<file path="src/rtl/qam16_symbol_mixer.sv">
// qam16_symbol_mixer: buffers 16-QAM symbols and mixes the selected I/Q carrier samples into one saturated DAC sample
module qam16_symbol_mixer #(
  parameter int DW     = 8,
  parameter int OFFSET = 100,
  parameter int FIFO_D = 4,
  parameter int PERIOD = 16
) (
  input  logic          clk,
  input  logic          rst_n,
  input  logic [3:0]    sym_data,
  input  logic          sym_valid,
  output logic          sym_ready,
  input  logic [DW-1:0] i_w0,
  input  logic [DW-1:0] i_w1,
  input  logic [DW-1:0] i_w2,
  input  logic [DW-1:0] i_w3,
  input  logic [DW-1:0] q_w0,
  input  logic [DW-1:0] q_w1,
  input  logic [DW-1:0] q_w2,
  input  logic [DW-1:0] q_w3,
  output logic [DW-1:0] mod_out,
  output logic          out_valid,
  output logic          sym_start,
  output logic          underflow
);
  localparam int PW = $clog2(PERIOD);
  localparam int AW = $clog2(FIFO_D);
  localparam logic [PW-1:0] LAST = PW'(PERIOD - 1);
  localparam logic [AW:0] FULL = (AW + 1)'(FIFO_D);
  localparam logic signed [DW+1:0] OFF = (DW + 2)'(OFFSET);
  localparam logic [DW-1:0] IDLE_LVL = DW'(OFFSET);
  typedef enum logic {IDLE, RUN} state_t;
  state_t state, state_nx;
  logic [PW-1:0] phase;
  logic [3:0] mem [FIFO_D];
  logic [AW-1:0] wp, rp;
  logic [AW:0] count;
  logic [3:0] cur_sym;
  logic alive, active, boundary, empty, push, pop;
  logic [DW-1:0] i_mux, q_mux, i_sel, q_sel, sat;
  logic act1, ph0_1, v1;
  logic signed [DW+1:0] s;
  assign boundary = phase == LAST;
  assign empty = count == '0;
  assign sym_ready = alive & (count != FULL);
  assign push = sym_valid & sym_ready;
  assign pop = boundary & ~empty;
  always_ff @(posedge clk) state <= !rst_n ? IDLE : state_nx;
  always_comb state_nx = boundary ? (empty ? IDLE : RUN) : state;
  always_comb active = state == RUN;
  always_ff @(posedge clk)
    if (push) mem[wp] <= sym_data;
  // Pop uses the registered count, so a symbol written on a boundary edge waits a full period
  always_ff @(posedge clk) begin
    if (!rst_n) begin
      phase <= '0;
      wp <= '0;
      rp <= '0;
      count <= '0;
      cur_sym <= '0;
      alive <= 1'b0;
      underflow <= 1'b0;
    end else begin
      phase <= phase + 1'b1;
      alive <= 1'b1;
      underflow <= boundary & empty;
      if (push) wp <= wp + 1'b1;
      if (pop) begin
        cur_sym <= mem[rp];
        rp <= rp + 1'b1;
      end
      count <= count + {{AW{1'b0}}, push} - {{AW{1'b0}}, pop};
    end
  end
  assign i_mux = cur_sym[3] ? (cur_sym[2] ? i_w3 : i_w2) : (cur_sym[2] ? i_w1 : i_w0);
  assign q_mux = cur_sym[1] ? (cur_sym[0] ? q_w3 : q_w2) : (cur_sym[0] ? q_w1 : q_w0);
  always_ff @(posedge clk) begin
    if (!rst_n) begin
      i_sel <= '0;
      q_sel <= '0;
      act1 <= 1'b0;
      ph0_1 <= 1'b0;
      v1 <= 1'b0;
    end else begin
      i_sel <= i_mux;
      q_sel <= q_mux;
      act1 <= active;
      ph0_1 <= phase == '0;
      v1 <= 1'b1;
    end
  end
  assign s = $signed({2'b00, i_sel}) + $signed({2'b00, q_sel}) - OFF;
  assign sat = s[DW+1] ? '0 : (s[DW] ? '1 : s[DW-1:0]);
  always_ff @(posedge clk) begin
    if (!rst_n) begin
      mod_out <= IDLE_LVL;
      out_valid <= 1'b0;
      sym_start <= 1'b0;
    end else begin
      mod_out <= act1 ? sat : IDLE_LVL;
      out_valid <= v1;
      sym_start <= ph0_1 & act1;
    end
  end
endmodule

</file>
<file path="config.mk">
export PLATFORM = sky130hd
export DESIGN_NAME = qam16_symbol_mixer
export DESIGN_NICKNAME = d
export VERILOG_FILES = /design/src/rtl/qam16_symbol_mixer.sv
export SDC_FILE = /design/constraint.sdc
export NUM_CORES = 1
export LEC_CHECK = 0
export ABC_AREA = 1
export CAP_MARGIN = 20
export CORE_MARGIN = 4
export CORE_UTILIZATION = 45
export DETAILED_ROUTE_END_ITERATION = 12
export GPL_ROUTABILITY_DRIVEN = 0
export PLACE_DENSITY = 0.75
export REMOVE_ABC_BUFFERS = 1
export SYNTH_ARGS = -nofsm -noshare
export SYNTH_HDL_FRONTEND = slang
export SYNTH_SLANG_ARGS = --single-unit
</file>
<file path="constraint.sdc">
create_clock -name clk -period 3.4 [get_ports clk]
set_clock_uncertainty 0.05 [all_clocks]
set_input_delay 1.02 -clock clk [delete_from_list [all_inputs] [get_ports clk]]
set_output_delay 1.02 -clock clk [all_outputs]
set_load 0.005 [all_outputs]
</file>
# Word level (Yosys, flattened, before mapping)
# Memory sizes are Yosys's and may differ from the RTL's. A register that Yosys moved wholly into a read port is not among the register bits.
# Cells that the tools add are included.
[word_totals]
n_memories = 1
ff_bits = 42
inputBits = 71
output_inout_bits = 12
mem_bits_rw = 16
wordCells = 50
[op_classes]
n_eq_ne = 2
bitwise_logic = 8
reduce_logical = 5
addsub = 7
muxes = 12
[memory_table]
columns = ["name", "depth", "width", "rd", "rd_ports_with_merged_regs", "wr", "line_no", "text"]
rows = [
  ["mem", 4, 4, 1, 1, 1, "35", "logic [3:0] mem [FIFO_D];"],
]
[ops]
columns = ["cell", "n"]
rows = [
  ["$mux 8", 7],
  ["$sub 9x7->10 const B", 1],
  ["$add 8x8->9", 1],
  ["$mux 7", 1],
  ["$and 1x1->1", 5],
  ["$add 2x1->2 const B", 2],
  ["$add 4x1->4 const B", 1],
  ["$eq 4x4->1 const B", 1],
  ["$logic_not 4->1", 1],
  ["$mux 1", 4],
  ["$add 3x1->3", 1],
  ["$logic_not 3->1", 1],
  ["$ne 3x3->1 const B", 1],
  ["$not 1->1", 3],
  ["$reduce_or 3->1", 1],
  ["$sub 3x1->3", 1],
  ["$reduce_and 2->1", 1],
  ["$logic_not 1->1", 1],
]

# Depth between registers and ports, before layout
# Gate-level depths: netlist of run 1.
[logic_depth]
ltp_word = 5
depth_mapped = 13
ltp_nobuf = 13

# Worst setup path after synthesis of run 1
# Ideal clock, no wire load.
[synth_timing]
path_kind = "input-to-reg"
start = "in sym_valid"
end = "reg count[2]"
required_time_ps = 3228
slack_ps = 917
arrival_time_ps = 2311
path_stages = 9
setup_time_ps = 122
path_buffers = 0
cell_sequence = "nand2_2 ha_1 inv_1 ha_1 inv_1 fa_1 xor2_1 o21ai_0 a21oi_1"
[synth_between]
elab_chain_len = 3
[synth_lines]
columns = ["element", "line_no", "text"]
rows = [
  ["start: declaration", "11", "input logic sym_valid,"],
  ["$and 1x1->1", "46", "assign push = sym_valid & sym_ready;"],
  ["$add 3x1->3", "72", "count <= count + {{AW{1'b0}}, push} - {{AW{1'b0}}, pop};"],
  ["$sub 3x1->3", "72", ""],
  ["end signal: assignment", "72", ""],
  ["end: declaration", "37", "logic [AW:0] count;"],
]
# Every way passes these cells.
# A chain may end at the register's enable or synchronous reset.

# Worst setup path in the final report of run 1
# Ends and elaborated chain as after synthesis.

==> impl_metrics.sql, run 1 <==
INSERT INTO impl_metrics (metric_group, metric, value, unit) VALUES
('outcome', 'outcome', 'complete, no violations', ''),
('die', 'rows', '30', ''),
('sta', 'finalSetupViolations', '0', ''),
('yosys', 'yosysTopAreaCell', 'sky130_fd_sc_hd__dfxtp_1', ''),
('finish', 'antenna_cells', '0', ''),
('finish', 'final_design_utilization', '61.8', '%'),
('clock_network', 'h-tree-depth', '3', ''),
('die', 'initial_core_utilization', '46.5', '%'),
('detailed_routing', 'final_antenna_net_count', '0', ''),
('detailed_routing', 'detail_route.iter0.violations', '111', ''),
('finish', 'fin_nets', '583', ''),
('global_route', 'antenna_found_initial', '0', ''),
('setup_path', 'worst_setup_path_start_kind', 'input port', ''),
('setup_path', 'worstRegToRegCells', '13', ''),
('yosys', 'synth_top_area_share', '29.1', '%'),
('setup_path', 'r2r_end', 'count[2]', ''),
('yosys', 'netlist_instances', '406', ''),
('detailed_routing', 'vias_per_cell', '4.78', ''),
('yosys', 'ys_seq_elements', '62', ''),
('min_path', 'min-delay-path-class', 'reg -> reg', ''),
('global_route', 'grtUsageTotal', '17.7', '%'),
('finish', 'final_cell_count_no_fill', '588', ''),
('yosys', 'synth_seq_area_share', '44.3', '%'),
('die', 'die_area', '8430', 'um2'),
('finish', 'syn_to_final_growth', '32.8', '%'),
('setup_path', 'cp_num_buf_inv', '3', ''),
('finish', 'sequential_cell_area', '1400', 'um2'),
('pwr', 'ir_worst_vdd', '0.244', 'mV'),
('detailed_routing', 'wirelength', '7100', 'um'),
('placement', 'portBuffers', '82', ''),
('job', 'cap_violations', '0', ''),
('global_route', 'gr-total-overflow', '0', ''),
('pwr', 'power.density', '380', 'nW/um2'),
('global_route', 'first_global_vias', '2761', ''),
('setup_path', 'worst-endpoint-arrival', '2.89', 'ns'),
('yosys', 'yosys-top-cells-area', 'sky130_fd_sc_hd__dfxtp_1, sky130_fd_sc_hd__edfxtp_1, sky130_fd_sc_hd__nor2_1', ''),
('finish', 'layout_commonest_cell', 'sky130_fd_sc_hd__nor2_1', ''),
('global_route', 'grt_start_max_net_pins', '21', ''),
('pwr', 'p_leak', '1.84', 'nW'),
('finish', 'multiInputGateArea', '1460', 'um2'),
('sta', 'period_minus_slack', '2.72', 'ns'),
('setup_path', 'r2r_start', 'phase[0]', ''),
('placement', 'hpwlAfterDp', '5520', 'um'),
('detailed_routing', 'detail_route.first_pass.iterations', '4', ''),
('sta', 'final_max_slew_viol_count', '0', ''),
('placement', 'dp_cells', '572', ''),
('min_path', 'worst_hold_path.endpoint', 'ph0_1', ''),
('clock_network', 'cts_max_path_buffers', '2', ''),
('sta', 'worstMarginPinSlew', '0.672', 'ns'),
('clock_network', 'hold_buffers', '0', ''),
('die', 'die_x', '91.8', 'um'),
('global_route', 'grt_pass1_wl', '11900', 'um'),
('clock_network', 'clk_pin_slew', '0.07', 'ns'),
('finish', 'layout-drive-gt1-share', '6.50', '%'),
('finish', 'layout.filler_cells', '616', ''),
('sta', 'finalHoldViolCount', '0', ''),
('finish', 'mostFrequentLayoutCells', 'sky130_fd_sc_hd__nor2_1, sky130_fd_sc_hd__clkdlybuf4s50_1, sky130_fd_sc_hd__inv_1', ''),
('clock_network', 'tritoncts', 'done', ''),
('yosys', 'yosys_warnings', '0', ''),
('clock_network', 'numClockSinks', '62', ''),
('detailed_routing', 'routed-via-count', '2808', ''),
('yosys', 'ys_types', '32', ''),
('setup_path', 'required', '3.57', 'ns'),
('clock_network', 'number_of_clock_buffers_inserted_by_tritoncts', '9', ''),
('sta', 'fin_hold_ws', '0.369', 'ns'),
('detailed_routing', 'drt-wirelength-per-cell', '12.1', 'um'),
('yosys', 'synth.cell_area', '3160', 'um2'),
('clock_network', 'cts.root.buffer_cell', 'sky130_fd_sc_hd__clkbuf_8', ''),
('setup_path', 'worst_path_dominant_cell_family', 'adder cells', ''),
('setup_path', 'critical-path-slowest-cell', 'sky130_fd_sc_hd__clkdlybuf4s50_1', ''),
('sta', 'setup_total_negative_slack', '0', 'ns');
cell type report:
| type | count | area share [%] |
|---|---|---|
| clock inverter | 5 | 0.626 |
| clock buffer | 11 | 3.13 |
| multi-input combinational | 269 | 34.7 |
| tap | 96 | 2.86 |
| timing repair buffer | 83 | 19.7 |
| sequential | 62 | 33.4 |
| inverter | 62 | 5.60 |
worst register-to-register path, cell delays in order, from the launching register on:
cell                      delay, ns
sky130_fd_sc_hd__dfxtp_1       0.37
sky130_fd_sc_hd__ha_1          0.19
sky130_fd_sc_hd__nand2_1       0.10
sky130_fd_sc_hd__nor2_2        0.13
sky130_fd_sc_hd__nand2_2       0.10
sky130_fd_sc_hd__inv_4         0.11
sky130_fd_sc_hd__ha_1          0.24
sky130_fd_sc_hd__inv_1         0.06
sky130_fd_sc_hd__ha_1          0.13
sky130_fd_sc_hd__inv_1         0.04
sky130_fd_sc_hd__fa_1          0.37
sky130_fd_sc_hd__xor2_1        0.16
sky130_fd_sc_hd__o21ai_0       0.15
sky130_fd_sc_hd__a21oi_1       0.06
routing by layer:
| metal | vias to the layer above | GRT usage (%) | routed length (um) |
|---|---|---|---|
| li1 | 1452 | - | - |
| met1 | 1272 | 19.4 | 2810 |
| met2 | 70 | 32.6 | 3760 |
| met3 | 14 | 3.61 | 366 |
| met4 | 0 | 8.04 | 160 |
| met5 | - | 0 | 0 |
cell families after synthesis:
group	Yosys count	share of synthesized area [%]
compound gates	82	13.9
xor+xnor	4	1.11
fa+ha+maj	25	10.4
buf+inv	75	9.62
flops	62	44.3
simple gates	158	20.7
synthesized netlist by cell type:
master / n
sky130_fd_sc_hd__nor2_1: 91
sky130_fd_sc_hd__inv_1: 58
sky130_fd_sc_hd__nand2_1: 47
sky130_fd_sc_hd__o21ai_0: 47
sky130_fd_sc_hd__dfxtp_1: 46
sky130_fd_sc_hd__a21oi_1: 25
sky130_fd_sc_hd__ha_1: 23
sky130_fd_sc_hd__edfxtp_1: 16
sky130_fd_sc_hd__buf_2: 8
sky130_fd_sc_hd__nand2_2: 5
sky130_fd_sc_hd__a31oi_1: 4
sky130_fd_sc_hd__nand3_1: 4
sky130_fd_sc_hd__xor2_1: 4
sky130_fd_sc_hd__inv_2: 3
sky130_fd_sc_hd__buf_4: 2
sky130_fd_sc_hd__clkbuf_2: 2
sky130_fd_sc_hd__fa_1: 2
sky130_fd_sc_hd__nand3_2: 2
sky130_fd_sc_hd__nand3b_1: 2
sky130_fd_sc_hd__nor2_2: 2
sky130_fd_sc_hd__o21ai_1: 2
sky130_fd_sc_hd__a21oi_2: 1
sky130_fd_sc_hd__a21oi_4: 1
sky130_fd_sc_hd__a31oi_2: 1
sky130_fd_sc_hd__clkbuf_1: 1
sky130_fd_sc_hd__inv_4: 1
sky130_fd_sc_hd__nand2_4: 1
sky130_fd_sc_hd__nand4_1: 1
sky130_fd_sc_hd__nor3_1: 1
sky130_fd_sc_hd__nor4_1: 1
sky130_fd_sc_hd__o22ai_1: 1
sky130_fd_sc_hd__or2_4: 1
power by group:
group | internal [mW] | switching (mW)
Clock | 0.258 | 0.281
Combinational | 0.140 | 0.123
Sequential | 0.782 | 0.0118
how the worst max path moves through the flow:
| stage | to | from | slack (ns) | cells after the start |
|---|---|---|---|---|
| after CTS | count[2] | sym_valid | 0.68 | 10 |
| final | count[2] | sym_valid | 0.68 | 10 |
| after detailed placement | count[2] | sym_valid | 0.32 | 10 |
| after global placement | count[2] | sym_valid | 0.39 | 10 |
| after global routing | count[2] | sym_valid | 0.57 | 10 |
| after floorplan | count[2] | sym_valid | 0.92 | 9 |
registers in the layout (all words and copies together) (netlist names):
name       count
phase          4
count          3
cur_sym        4
sym_start      1
wp             2
active         1
mod_out        8
out_valid      1
q_sel          8
v1             1
i_sel          8
mem           16
ph0_1          1
underflow      1
rp             2
act1           1
stage by stage:
step	area (um2)	setup WS [ns]
3_5_place_dp	4040	0.316
3_3_place_gp	4040	0.390
2_1_floorplan	3090	0.917
4_1_cts	4200	0.682
6_report	4200	0.679
5_1_grt	4200	0.572
Note: power is estimated with default switching activity, not from simulation.
==> inputs of run 2 (changes only) <==
clock period = 2.6 ns   (was 3.4 ns; I/O delays follow)
==> run 2 against run 1 <==
Effect of this change: register-to-register slack got worse by 0.77 ns; sequential cell count unchanged; global-route usage grew 0.054 points; clock-buffer cell count is 1 lower; die area did not move; power increased by 38%; non-clock buffer count is 4 higher; clock power up 51%; via count barely moved; highest routed layer unchanged.
==> impl_metrics.sql, run 2 (same netlist as run 1, synthesis figures left out) <==
INSERT INTO impl_metrics (metric_group, metric, value, unit) VALUES
('outcome', 'outcome', 'complete, no violations', ''),
('pwr', 'p_leak', '1.88', 'nW'),
('clock_network', 'cts.root.buffer_cell', 'sky130_fd_sc_hd__clkbuf_8', ''),
('min_path', 'worst_hold_path.endpoint', 'sym_start', ''),
('setup_path', 'worst_setup_path_start_kind', 'flop', ''),
('die', 'rows', '30', ''),
('finish', 'layout_commonest_cell', 'sky130_fd_sc_hd__nor2_1', ''),
('detailed_routing', 'detail_route.drc_violations', '0', ''),
('die', 'die_h', '91.8', 'um'),
('die', 'die_area', '8430', 'um2'),
('detailed_routing', 'detail_route.iter0.violations', '79', ''),
('finish', 'flip_flop_count_of_the_largest_register_all_copies_and_words_added', '16', ''),
('placement', 'pre_cts_ws', '-0.194', 'ns'),
('pwr', 'power.density', '515', 'nW/um2'),
('sta', 'rsz0062_at_grt', 'no', ''),
('pwr', 'power.switching_fraction', '25.0', '%'),
('global_route', 'use_met3', '4.92', '%'),
('clock_network', 'cts-resized-gates', '0', ''),
('setup_path', 'r2r_start', 'phase[0]', ''),
('finish', 'layout.filler_cells', '598', ''),
('placement', 'detailed_place.area', '4070', 'um2'),
('clock_network', 'cts_max_path_buffers', '2', ''),
('global_route', 'grt_start_max_net_pins', '20', ''),
('pwr', 'switchingPower', '548', 'uW'),
('clock_network', 'numClockSinks', '62', ''),
('global_route', 'grt_pass1_wl', '11800', 'um'),
('die', 'core', '6790', 'um2'),
('clock_network', 'tritoncts', 'done', ''),
('setup_path', 'r2r_end', 'count[2]', ''),
('clock_network', 'clk-insertion-delay-late', '0.34', 'ns'),
('setup_path', 'timing_worst_setup_path_type', 'reg -> out', ''),
('global_route', 'busiest_layer', 'met2', ''),
('finish', 'largest-register', 'mem', ''),
('clock_network', 'clk_pin_slew', '0.07', 'ns'),
('min_path', 'hold_path_startpoint', 'ph0_1', ''),
('sta', 'fin_hold_ws', '0.375', 'ns'),
('sta', 'finalSetupViolations', '0', ''),
('global_route', 'grtUsageTotal', '17.8', '%'),
('detailed_routing', 'final_antenna_net_count', '0', ''),
('finish', 'final_design_utilization', '62.7', '%'),
('detailed_routing', 'vias_per_cell', '4.75', ''),
('setup_path', 'timing.critical_path.fanout_max', '4', ''),
('detailed_routing', 'routed-via-count', '2810', ''),
('clock_network', 'hold_buffers', '0', ''),
('sta', 'final_period_util', '93.1', '%'),
('pwr', 'power.combinational.fraction', '15.8', '%'),
('placement', 'hpwlAfterDp', '5580', 'um'),
('sta', 'finalHoldViolCount', '0', ''),
('finish', 'layout-drive-gt1-share', '7.66', '%'),
('min_path', 'min-delay-path-class', 'reg -> reg', ''),
('global_route', 'gr-total-overflow', '0', ''),
('sta', 'period_minus_slack', '2.42', 'ns'),
('sta', 'setup_total_negative_slack', '0', 'ns'),
('sta', 'final_max_slew_viol_count', '0', ''),
('pwr', 'clkPwrFrac', '37.0', '%'),
('detailed_routing', 'drt-wirelength-per-cell', '11.9', 'um'),
('setup_path', 'path_cells', 'inv_1 > a31oi_2 > clkdlybuf4s50_1', ''),
('sta', 'slew-limit-headroom', '60.7', '%'),
('die', 'initial_core_utilization', '46.5', '%'),
('clock_network', 'number_of_clock_buffers_inserted_by_tritoncts', '9', ''),
('finish', 'mostFrequentLayoutCells', 'sky130_fd_sc_hd__nor2_1, sky130_fd_sc_hd__clkdlybuf4s50_1, sky130_fd_sc_hd__inv_1', ''),
('finish', 'antenna_cells', '0', ''),
('detailed_routing', 'wirelength', '7050', 'um'),
('setup_path', 'crit_start', 'count[1]', ''),
('pwr', 'sequentialPowerShare', '47.2', '%'),
('global_route', 'globalRouteMet2Util', '32.7', '%'),
('setup_path', 'worstRegToRegCells', '13', ''),
('setup_path', 'slowest_delay', '0.54', 'ns'),
('global_route', 'antenna_found_initial', '0', ''),
('setup_path', 'critical-path-slowest-cell', 'sky130_fd_sc_hd__clkdlybuf4s50_1', ''),
('job', 'cap_violations', '0', ''),
('placement', 'portBuffers', '82', ''),
('setup_path', 'worst-endpoint-arrival', '1.59', 'ns'),
('finish', 'syn_to_final_growth', '34.8', '%'),
('global_route', 'first_global_vias', '2673', ''),
('detailed_routing', 'detail_route.first_pass.iterations', '4', ''),
('sta', 'achievable-frequency', '0.413', 'GHz'),
('pwr', 'cell_internal_pwr', '1.65', 'mW'),
('clock_network', 'post-cts-setup-buffers', '0', ''),
('sta', 'worstMarginPinSlew', '0.588', 'ns'),
('die', 'io-pin-count', '83', ''),
('setup_path', 'timing.reg2reg.setup_slack', '0.27', 'ns'),
('global_route', 'gr-usage-met1', '18.7', '%'),
('sta', 'setup_slack', '0.180', 'ns'),
('die', 'die_x', '91.8', 'um'),
('setup_path', 'required', '1.77', 'ns'),
('finish', 'final_cell_area', '4260', 'um2'),
('setup_path', 'critical_path.endpoint_type', 'primary output', ''),
('pwr', 'ir_worst_vdd', '0.336', 'mV'),
('finish', 'fin_nets', '587', ''),
('placement', 'dp_cells', '576', ''),
('pwr', 'total_power', '2.20', 'mW'),
('finish', 'final_cell_count_no_fill', '592', ''),
('clock_network', 'h-tree-depth', '3', ''),
('min_path', 'hold_depth', '2', '');
## run 2: cell count changes in the layout (fill, tap and decap cells not counted)
cell,before,now
sky130_fd_sc_hd__buf_4,1,5
sky130_fd_sc_hd__bufinv_16,0,1
sky130_fd_sc_hd__clkbuf_1,2,1
sky130_fd_sc_hd__clkinv_1,1,0
sky130_fd_sc_hd__clkinv_2,3,2
sky130_fd_sc_hd__clkinv_4,0,1
sky130_fd_sc_hd__clkinvlp_4,1,2
sky130_fd_sc_hd__o21ai_0,47,46
sky130_fd_sc_hd__o21ai_1,2,3
## run 2: routing by layer
layer | share of wire, % | up-vias | wire length, um
li1 | - | 1462 | -
met1 | 41 | 1264 | 2870
met2 | 52 | 70 | 3670
met3 | 5.2 | 14 | 368
met4 | 2.1 | 0 | 149
met5 | 0 | - | 0
## run 2: worst max-delay path: cells and delay by family (launching register included)
family          cells  cell delay, ns
compound gates      1            0.22
buf+inv             2            0.63
flops               1            0.41
## run 2: how the worst max path moves through the flow
stage / depth (start not counted) / endpoint / slack, ns
after floorplan: 9 / count[2] / 0.36
after global placement: 10 / count[2] / -0.1
after detailed placement: 10 / count[2] / -0.19
after CTS: 3 / sym_ready / 0.17
after global routing: 13 / count[2] / 0.05
final: 3 / sym_ready / 0.18
## run 2: layout make-up
class | count | area, um2 | area share, %
Multi-Input combinational cell | 269 | 1460 | 34.2
Sequential cell | 62 | 1400 | 32.9
Timing Repair Buffer | 87 | 858 | 20.1
Inverter | 62 | 235 | 5.52
Clock buffer | 10 | 128 | 2.99
Tap cell | 96 | 120 | 2.82
Clock inverter | 6 | 63.8 | 1.50
## run 2: power by group through the flow
| stage | Combinational (mW) | Sequential (mW) | Clock (mW) |
|---|---|---|---|
| floorplan | 0.190 | 1.05 | 0 |
| global placement | 0.339 | 1.06 | 0 |
| detailed placement | 0.348 | 1.06 | 0 |
| CTS | 0.350 | 1.04 | 0.827 |
| global route | 0.396 | 1.04 | 0.878 |
| finish | 0.347 | 1.04 | 0.812 |
